File: src/rtl/cpu_pkg.sv
// Shared CPU constants: datapath widths, ALU opcodes and the immediate extender
// used by the ID/EX operand stage.
package cpu_pkg;

    localparam int DATA_W  = 32;
    localparam int RA_W    = 5;
    localparam int IMM_W   = 16;
    localparam int ALUOP_W = 5;

    localparam logic [ALUOP_W-1:0] ALU_NOP = 5'b00000;
    localparam logic [ALUOP_W-1:0] ALU_ADD = 5'b00001;
    localparam logic [ALUOP_W-1:0] ALU_SUB = 5'b00010;
    localparam logic [ALUOP_W-1:0] ALU_AND = 5'b00011;
    localparam logic [ALUOP_W-1:0] ALU_OR  = 5'b00100;
    localparam logic [ALUOP_W-1:0] ALU_NOT = 5'b00101;
    localparam logic [ALUOP_W-1:0] ALU_XOR = 5'b00110;
    localparam logic [ALUOP_W-1:0] ALU_SLL = 5'b00111;
    localparam logic [ALUOP_W-1:0] ALU_SRL = 5'b01000;
    localparam logic [ALUOP_W-1:0] ALU_LT  = 5'b01001;
    localparam logic [ALUOP_W-1:0] ALU_LE  = 5'b01010;
    localparam logic [ALUOP_W-1:0] ALU_GT  = 5'b01011;
    localparam logic [ALUOP_W-1:0] ALU_EQ  = 5'b01100;
    localparam logic [ALUOP_W-1:0] ALU_NE  = 5'b01101;
    localparam logic [ALUOP_W-1:0] ALU_GE  = 5'b01110;
    localparam logic [ALUOP_W-1:0] ALU_LUI = 5'b01111;

    // Widen the immediate field by replicating its MSB or by zero fill.
    function automatic logic [DATA_W-1:0] ext_imm(input logic [IMM_W-1:0] imm,
                                                  input logic sext);
        logic [DATA_W-1:0] res;
        if (sext) begin
            res = {{(DATA_W-IMM_W){imm[IMM_W-1]}}, imm};
        end else begin
            res = {{(DATA_W-IMM_W){1'b0}}, imm};
        end
        return res;
    endfunction

endpackage

File: src/rtl/ex_operand_stage_if.sv
// Bundle of decode, hazard, writeback and ALU-side signals around the ID/EX stage.
// The slave modport is the stage itself; master is its environment.
interface ex_operand_stage_if;
    import cpu_pkg::*;

    logic                in_valid;
    logic                in_ready;
    logic [ALUOP_W-1:0]  in_aluop;
    logic [RA_W-1:0]     in_rs;
    logic [RA_W-1:0]     in_rt;
    logic [RA_W-1:0]     in_rd;
    logic [DATA_W-1:0]   in_rs_data;
    logic [DATA_W-1:0]   in_rt_data;
    logic [IMM_W-1:0]    in_imm;
    logic                in_use_imm;
    logic                in_imm_sext;
    logic [4:0]          in_smt;
    logic                in_we;
    logic                exm_valid;
    logic                exm_we;
    logic                exm_load;
    logic [RA_W-1:0]     exm_rd;
    logic [DATA_W-1:0]   exm_data;
    logic                wb_we;
    logic [RA_W-1:0]     wb_rd;
    logic [DATA_W-1:0]   wb_data;
    logic                flush;
    logic                out_ready;
    logic                out_valid;
    logic [DATA_W-1:0]   op1;
    logic [DATA_W-1:0]   op2;
    logic [4:0]          smt;
    logic [ALUOP_W-1:0]  aluop;
    logic [RA_W-1:0]     out_rd;
    logic                out_we;

    modport slave (
        input  in_valid, in_aluop, in_rs, in_rt, in_rd, in_rs_data, in_rt_data,
               in_imm, in_use_imm, in_imm_sext, in_smt, in_we,
               exm_valid, exm_we, exm_load, exm_rd, exm_data,
               wb_we, wb_rd, wb_data, flush, out_ready,
        output in_ready, out_valid, op1, op2, smt, aluop, out_rd, out_we
    );

    modport master (
        output in_valid, in_aluop, in_rs, in_rt, in_rd, in_rs_data, in_rt_data,
               in_imm, in_use_imm, in_imm_sext, in_smt, in_we,
               exm_valid, exm_we, exm_load, exm_rd, exm_data,
               wb_we, wb_rd, wb_data, flush, out_ready,
        input  in_ready, out_valid, op1, op2, smt, aluop, out_rd, out_we
    );

endinterface

File: src/rtl/fwd_mux.sv
// Combinational bypass select for one source register: r0, EX/MEM, MEM/WB, then regfile.
module fwd_mux
    import cpu_pkg::*;
(
    input  logic [RA_W-1:0]   idx,
    input  logic [DATA_W-1:0] rf_data,
    input  logic              exm_valid,
    input  logic              exm_we,
    input  logic              exm_load,
    input  logic [RA_W-1:0]   exm_rd,
    input  logic [DATA_W-1:0] exm_data,
    input  logic              wb_we,
    input  logic [RA_W-1:0]   wb_rd,
    input  logic [DATA_W-1:0] wb_data,
    output logic [DATA_W-1:0] data
);

    // Priority bypass; a load in EX/MEM has no data yet and is handled as a stall.
    always_comb begin
        data = rf_data;
        if (idx == {RA_W{1'b0}}) begin
            data = {DATA_W{1'b0}};
        end else if (exm_valid && exm_we && !exm_load && (exm_rd == idx)) begin
            data = exm_data;
        end else if (wb_we && (wb_rd == idx)) begin
            data = wb_data;
        end else begin
            data = rf_data;
        end
    end

endmodule

File: src/rtl/ex_operand_stage.sv
// ID/EX register stage: captures a decoded ALU op with bypassed operands, holds it
// under downstream stall while snooping writeback, and drives the ALU from flops.
module ex_operand_stage
    import cpu_pkg::*;
(
    input  logic               clk,
    input  logic               rst,
    ex_operand_stage_if.slave  bus
);

    logic                load_use_s;
    logic                ready_s;
    logic                capture_s;
    logic [DATA_W-1:0]   rs_fwd_s;
    logic [DATA_W-1:0]   rt_fwd_s;
    logic [DATA_W-1:0]   op2_sel_s;

    logic                valid_r;
    logic [DATA_W-1:0]   op1_r;
    logic [DATA_W-1:0]   op2_r;
    logic [4:0]          smt_r;
    logic [ALUOP_W-1:0]  aluop_r;
    logic [RA_W-1:0]     rd_r;
    logic                we_r;
    logic [RA_W-1:0]     rs_tag_r;
    logic [RA_W-1:0]     rt_tag_r;
    logic                use_imm_r;

    fwd_mux u_fwd_rs (
        .idx(bus.in_rs), .rf_data(bus.in_rs_data),
        .exm_valid(bus.exm_valid), .exm_we(bus.exm_we), .exm_load(bus.exm_load),
        .exm_rd(bus.exm_rd), .exm_data(bus.exm_data),
        .wb_we(bus.wb_we), .wb_rd(bus.wb_rd), .wb_data(bus.wb_data),
        .data(rs_fwd_s)
    );

    fwd_mux u_fwd_rt (
        .idx(bus.in_rt), .rf_data(bus.in_rt_data),
        .exm_valid(bus.exm_valid), .exm_we(bus.exm_we), .exm_load(bus.exm_load),
        .exm_rd(bus.exm_rd), .exm_data(bus.exm_data),
        .wb_we(bus.wb_we), .wb_rd(bus.wb_rd), .wb_data(bus.wb_data),
        .data(rt_fwd_s)
    );

    // Load-use hazard and the resulting upstream handshake.
    always_comb begin
        load_use_s = bus.exm_valid && bus.exm_we && bus.exm_load &&
                     (bus.exm_rd != {RA_W{1'b0}}) &&
                     ((bus.exm_rd == bus.in_rs) ||
                      ((bus.exm_rd == bus.in_rt) && !bus.in_use_imm));
        ready_s    = (!valid_r || bus.out_ready) && !load_use_s && !bus.flush;
        capture_s  = bus.in_valid && ready_s;
        if (bus.in_use_imm) begin
            op2_sel_s = ext_imm(bus.in_imm, bus.in_imm_sext);
        end else begin
            op2_sel_s = rt_fwd_s;
        end
    end

    // Stage register: reset, flush, capture, drain, then hold with writeback snoop.
    always_ff @(posedge clk) begin
        if (rst) begin
            valid_r   <= 1'b0;
            op1_r     <= {DATA_W{1'b0}};
            op2_r     <= {DATA_W{1'b0}};
            smt_r     <= 5'd0;
            aluop_r   <= ALU_NOP;
            rd_r      <= {RA_W{1'b0}};
            we_r      <= 1'b0;
            rs_tag_r  <= {RA_W{1'b0}};
            rt_tag_r  <= {RA_W{1'b0}};
            use_imm_r <= 1'b0;
        end else if (bus.flush) begin
            valid_r <= 1'b0;
            aluop_r <= ALU_NOP;
            rd_r    <= {RA_W{1'b0}};
            we_r    <= 1'b0;
        end else if (capture_s) begin
            valid_r   <= 1'b1;
            op1_r     <= rs_fwd_s;
            op2_r     <= op2_sel_s;
            smt_r     <= bus.in_smt;
            aluop_r   <= bus.in_aluop;
            rd_r      <= bus.in_rd;
            we_r      <= bus.in_we;
            rs_tag_r  <= bus.in_rs;
            rt_tag_r  <= bus.in_rt;
            use_imm_r <= bus.in_use_imm;
        end else if (valid_r && bus.out_ready) begin
            valid_r <= 1'b0;
            aluop_r <= ALU_NOP;
            rd_r    <= {RA_W{1'b0}};
            we_r    <= 1'b0;
        end else if (valid_r) begin
            // Held operands must not go stale while a producer retires beneath them.
            if (bus.wb_we && (bus.wb_rd != {RA_W{1'b0}}) && (bus.wb_rd == rs_tag_r)) begin
                op1_r <= bus.wb_data;
            end
            if (bus.wb_we && (bus.wb_rd != {RA_W{1'b0}}) && (bus.wb_rd == rt_tag_r) &&
                !use_imm_r) begin
                op2_r <= bus.wb_data;
            end
        end
    end

    assign bus.in_ready  = ready_s;
    assign bus.out_valid = valid_r;
    assign bus.op1       = op1_r;
    assign bus.op2       = op2_r;
    assign bus.smt       = smt_r;
    assign bus.aluop     = aluop_r;
    assign bus.out_rd    = rd_r;
    assign bus.out_we    = we_r;

endmodule
File: src/flat_wrapper.sv
// flat-port wrapper written by rule: the top's interface ports become plain ports
module ex_operand_stage_flat import cpu_pkg::*;
  (clk, rst, bus_in_valid, bus_in_aluop, bus_in_rs, bus_in_rt, bus_in_rd, bus_in_rs_data, bus_in_rt_data, bus_in_imm, bus_in_use_imm, bus_in_imm_sext, bus_in_smt, bus_in_we, bus_exm_valid, bus_exm_we, bus_exm_load, bus_exm_rd, bus_exm_data, bus_wb_we, bus_wb_rd, bus_wb_data, bus_flush, bus_out_ready, bus_in_ready, bus_out_valid, bus_op1, bus_op2, bus_smt, bus_aluop, bus_out_rd, bus_out_we);
  ex_operand_stage_if bus_i ();
  input  logic clk;
  input  logic rst;
  input wire logic [$bits(bus_i.in_valid)-1:0] bus_in_valid;
  input wire logic [$bits(bus_i.in_aluop)-1:0] bus_in_aluop;
  input wire logic [$bits(bus_i.in_rs)-1:0] bus_in_rs;
  input wire logic [$bits(bus_i.in_rt)-1:0] bus_in_rt;
  input wire logic [$bits(bus_i.in_rd)-1:0] bus_in_rd;
  input wire logic [$bits(bus_i.in_rs_data)-1:0] bus_in_rs_data;
  input wire logic [$bits(bus_i.in_rt_data)-1:0] bus_in_rt_data;
  input wire logic [$bits(bus_i.in_imm)-1:0] bus_in_imm;
  input wire logic [$bits(bus_i.in_use_imm)-1:0] bus_in_use_imm;
  input wire logic [$bits(bus_i.in_imm_sext)-1:0] bus_in_imm_sext;
  input wire logic [$bits(bus_i.in_smt)-1:0] bus_in_smt;
  input wire logic [$bits(bus_i.in_we)-1:0] bus_in_we;
  input wire logic [$bits(bus_i.exm_valid)-1:0] bus_exm_valid;
  input wire logic [$bits(bus_i.exm_we)-1:0] bus_exm_we;
  input wire logic [$bits(bus_i.exm_load)-1:0] bus_exm_load;
  input wire logic [$bits(bus_i.exm_rd)-1:0] bus_exm_rd;
  input wire logic [$bits(bus_i.exm_data)-1:0] bus_exm_data;
  input wire logic [$bits(bus_i.wb_we)-1:0] bus_wb_we;
  input wire logic [$bits(bus_i.wb_rd)-1:0] bus_wb_rd;
  input wire logic [$bits(bus_i.wb_data)-1:0] bus_wb_data;
  input wire logic [$bits(bus_i.flush)-1:0] bus_flush;
  input wire logic [$bits(bus_i.out_ready)-1:0] bus_out_ready;
  output wire logic [$bits(bus_i.in_ready)-1:0] bus_in_ready;
  output wire logic [$bits(bus_i.out_valid)-1:0] bus_out_valid;
  output wire logic [$bits(bus_i.op1)-1:0] bus_op1;
  output wire logic [$bits(bus_i.op2)-1:0] bus_op2;
  output wire logic [$bits(bus_i.smt)-1:0] bus_smt;
  output wire logic [$bits(bus_i.aluop)-1:0] bus_aluop;
  output wire logic [$bits(bus_i.out_rd)-1:0] bus_out_rd;
  output wire logic [$bits(bus_i.out_we)-1:0] bus_out_we;
  assign bus_i.in_valid = bus_in_valid;
  assign bus_i.in_aluop = bus_in_aluop;
  assign bus_i.in_rs = bus_in_rs;
  assign bus_i.in_rt = bus_in_rt;
  assign bus_i.in_rd = bus_in_rd;
  assign bus_i.in_rs_data = bus_in_rs_data;
  assign bus_i.in_rt_data = bus_in_rt_data;
  assign bus_i.in_imm = bus_in_imm;
  assign bus_i.in_use_imm = bus_in_use_imm;
  assign bus_i.in_imm_sext = bus_in_imm_sext;
  assign bus_i.in_smt = bus_in_smt;
  assign bus_i.in_we = bus_in_we;
  assign bus_i.exm_valid = bus_exm_valid;
  assign bus_i.exm_we = bus_exm_we;
  assign bus_i.exm_load = bus_exm_load;
  assign bus_i.exm_rd = bus_exm_rd;
  assign bus_i.exm_data = bus_exm_data;
  assign bus_i.wb_we = bus_wb_we;
  assign bus_i.wb_rd = bus_wb_rd;
  assign bus_i.wb_data = bus_wb_data;
  assign bus_i.flush = bus_flush;
  assign bus_i.out_ready = bus_out_ready;
  assign bus_in_ready = bus_i.in_ready;
  assign bus_out_valid = bus_i.out_valid;
  assign bus_op1 = bus_i.op1;
  assign bus_op2 = bus_i.op2;
  assign bus_smt = bus_i.smt;
  assign bus_aluop = bus_i.aluop;
  assign bus_out_rd = bus_i.out_rd;
  assign bus_out_we = bus_i.out_we;
  ex_operand_stage u_core (.clk(clk), .rst(rst), .bus(bus_i));
endmodule
File: config.mk
export PLATFORM = sky130hd
export DESIGN_NAME = ex_operand_stage_flat
export DESIGN_NICKNAME = d
export VERILOG_FILES = /design/src/rtl/cpu_pkg.sv /design/src/rtl/ex_operand_stage_if.sv /design/src/rtl/fwd_mux.sv /design/src/rtl/ex_operand_stage.sv /design/src/flat_wrapper.sv
export SDC_FILE = /design/constraint.sdc
export NUM_CORES = 1
export LEC_CHECK = 0
export ABC_AREA = 1
export BUFFER_PORTS_ARGS = -buffer_cell sky130_fd_sc_hd__clkbuf_2
export CAP_MARGIN = 20
export CORE_ASPECT_RATIO = 0.9
export CORE_UTILIZATION = 51
export DETAILED_ROUTE_END_ITERATION = 10
export PLACE_DENSITY = 0.93
export SETUP_SLACK_MARGIN = 0.15
export SLEW_MARGIN = 20
export SYNTH_ARGS = -nofsm -noshare
export SYNTH_HDL_FRONTEND = slang
export SYNTH_SLANG_ARGS = --single-unit
File: constraint.sdc
create_clock -name clk -period 1.8 [get_ports clk]
set_clock_uncertainty 0.15 [all_clocks]
set_input_delay 0.09 -clock clk [delete_from_list [all_inputs] [get_ports clk]]
set_output_delay 0.09 -clock clk [all_outputs]
set_load 0.02 [all_outputs]
==> results.md <==
- Num ports: 273
- Flop pwr share: 37.3%
- Seq/Total Area, Yosys: 25.7%
- CTS Buffer Depth: 2
- H-tree levels: 3
- FF-to-FF Start: u_core.bus.out_valid$_SDFFE_PP0P_
- Register bit total from synthesis: 92
- Cells along the critical path: a21oi_2 -> nand3_4 -> nand2_2 -> nand3_4 -> buf_12 -> nand2_1 -> nand2_1 -> nor2_1
- Hold Crit Endpoint: u_core.bus.op2[13]$_SDFFE_PP0P_
- Vias: 10.2k
- Share of cells above drive strength 1: 23.6%
- Final TNS setup: 0 ns
- Unrepaired setup endpoints after global routing: yes
- CP Capture Type: flop
- Pin count of the biggest net entering global routing: 43
- Synthesized net count: 1522
- Initial Util: 53.1%
- Slew Limit Fails: 0
- Net Sw Frac: 32.4%
- Kind of critical path: flop to flop
- Placed cell count: 1746
- Critical R2R Capture: u_core.bus.op2[1]$_SDFFE_PP0P_
- Root buf cell: clkbuf_16
- Post-synth top area cell: nand2_1
- Drt pass-1 iters: 7
- Yosys top cell area share: 26.1%
- Worst Hold Class: input port to flop
- WP data arrival: 1.90 ns
- CTS tree: built
- PD cells: 575 nW/um^2
- Vias per cell: 5.58
- Hold Vio Cnt, Final: 0
- Final std cells w/o fill: 1822
- Core area: 13500 sq um
- Routed WL per cell: 15.7 um
- Clk slew on worst S/H paths: 0.07 ns
- Nets: 1840
- Post-CTS Setup Inserts: 0
- Final count of negative-setup-slack endpoints: 0
- Total CTS buffers: 9
- Synth Warn #: 0
- R2r setup slk: 0.04 ns
- Clock share of power: 35.0%
- Yosys cell types: 30
- Most common cell after layout, fill and taps aside: nand2_1
- Area growth syn-to-layout: 39.7%
- Part of the cycle the worst path needs: 97.8%
- Die area: 14500 sq um
- Crit path from: u_core.bus.out_valid$_SDFFE_PP0P_
- Vias in the first global route: 9281
- Port-buffer cells: 272
- Critical Path Source Type: flop
- Worst Path Max Fanout: 24
- Net switching power: 1.86 mW
- Gr usage total: 38.1%
- Worst path max stage delay: 0.37 ns
- Die width: 127 um
- Synth Instances: 1331
- Outcome: completed
- Worst Reg-to-Reg Cells: 8
- Residual DRC count: 0
- Max-cap viol count: 0
- Slew @ Worst Pin: 0.474 ns
- CP Buf/Inv Count: 1
- Hold path cells: 7
- Routability Congestion: 0.965
- Comb pwr share: 27.7%
- First-pass GRT wire length: 43.9 mm
- Most frequent cells in the layout: 488 x nand2_1, 272 x clkbuf_2, 186 x inv_1, 175 x nand3_1, 130 x nor2_1
- Initial antenna violation count: 1
- Leakage: 5.83 nW
- Fmax: 568 MHz
- Die Ht: 114 um
- Final HPWL DP: 18.6 mm
- Slew Limit Headroom: 68.4%
- Min Tclk post-route: 1.76 ns
- Routed Antenna Nets: 0
- Row Count: 40
- Slowest stage cell, crit path: dfxtp_1
- Peak supply drop: 0.472 mV
- Cell family with most CP delay: simple AND/OR/NAND/NOR gates
- Worst Path Required: 1.94 ns
- Top cells by area, synth: nand2_1 26%, dfxtp_1 26%, nand3_1 12%, inv_1 9.9%, nor2_1 7.3%
- Worst-Skew Late Latency: 0.36 ns
- TritonCTS Sinks: 92
- Synth Area per Inst: 5.39 sq um
- Total chip power: 5.76 mW
- 1st-iter DRT viols: 1340
- Min-delay src: bus_in_imm[13]
- Final wirelength: 28.6 mm
- Post-Syn Area: 7170 sq um
- Grt ovf: 0
- P_int: 3.89 mW
## Yosys cell counts, drive strengths merged
library cell / number
or2: 1
a21oi: 33
clkbuf: 33
nand4: 38
inv: 192
nor2: 141
nor3: 7
xnor2: 5
and2: 1
o22ai: 4
o21ai: 46
o211ai: 1
nand3b: 2
dfxtp: 92
buf: 51
nand3: 180
nand2: 499
xor2: 5
## sequential cells by signal, summed over array words and instances, names as in the netlist
register              count
u_core.rs_tag_r           5
u_core.bus.out_valid      1
u_core.bus.out_rd         5
u_core.use_imm_r          1
u_core.rt_tag_r           5
u_core.bus.smt            5
u_core.bus.op2           32
u_core.bus.op1           32
u_core.bus.out_we         1
u_core.bus.aluop          5
## stage by stage
step           utilization (%)  hold slack [ns]  setup WS [ns]  area, sq um
2_1_floorplan                -          0.00907          0.171         7170
3_3_place_gp              66.5            0.173        -0.0499         8990
3_5_place_dp              66.5            0.183         -0.125         8990
4_1_cts                   73.2          0.00121         0.0873         9890
5_1_grt                   74.1           0.0432        -0.0408        10000
6_report                  74.1         0.000984         0.0391        10000
## worst max-delay path by stage
stage          cells past startpoint                         endpoint
6_report                           8   u_core.bus.op2[1]$_SDFFE_PP0P_
5_1_grt                            8   u_core.bus.op2[7]$_SDFFE_PP0P_
4_1_cts                           11   u_core.bus.op2[1]$_SDFFE_PP0P_
3_5_place_dp                      16   u_core.bus.op2[0]$_SDFFE_PP0P_
3_3_place_gp                      16   u_core.bus.op2[0]$_SDFFE_PP0P_
2_1_floorplan                      7  u_core.bus.op1[10]$_SDFFE_PP0P_
## logic make-up (layout without fill, tap and decap cells)
logic type / after synthesis / after routing / synth area share (%)
AOI/OAI and AO/OA: 84 / 84 / 6.02
other: 0 / 1 / 0
xor gates and xnor gates: 10 / 10 / 1.22
buffers and inverters: 276 / 598 / 16.2
and+or+nand+nor: 869 / 869 / 50.8
DFF: 92 / 92 / 25.7
## what timing repair did
action / in CTS / in global routing
gates resized for setup: 2 / 32
pin swaps: 1 / 8
endpoints found under the setup margin: 67 / 89
gates cloned: 0 / 1
hold buffers: 59 / 0
endpoints found under the hold margin: 76 / 0
## cell type report
type / instances / area [sq um]
Antenna cell: 1 / 2.50
Clock buffer: 12 / 256
Clock inverter: 3 / 46.3
Fill cell: 1058 / 3500
Inverter: 192 / 723
Multi-Input combinational cell: 963 / 4310
Sequential cell: 92 / 1850
Tap cell: 168 / 210
Timing Repair Buffer: 391 / 2620
## power by group through the flow
stage          combinational (mW)  sequential [mW]  clock [mW]
6_report                     1.60             2.15        2.01
5_1_grt                      1.72             2.15        2.12
4_1_cts                      1.50             2.14        2.02
3_5_place_dp                 1.39             2.19           0
2_1_floorplan               0.722             2.24           0
3_3_place_gp                 1.37             2.18           0
## routing by layer
metal  vias up  track usage, %  wire [um]
met5         -               0          0
met4         0            23.8       1690
met3       207            9.30       3940
met2       899            63.0      12900
met1      4316            44.5      10100
li1       4747               -          -
## worst min-delay path: cells and delay by family
| family | cells | cell delay, ns |
|---|---|---|
| simple gates | 6 | 0.30 |
| buf+inv | 1 | 0.09 |
No activity file was read; power rests on OpenSTA's default activity.
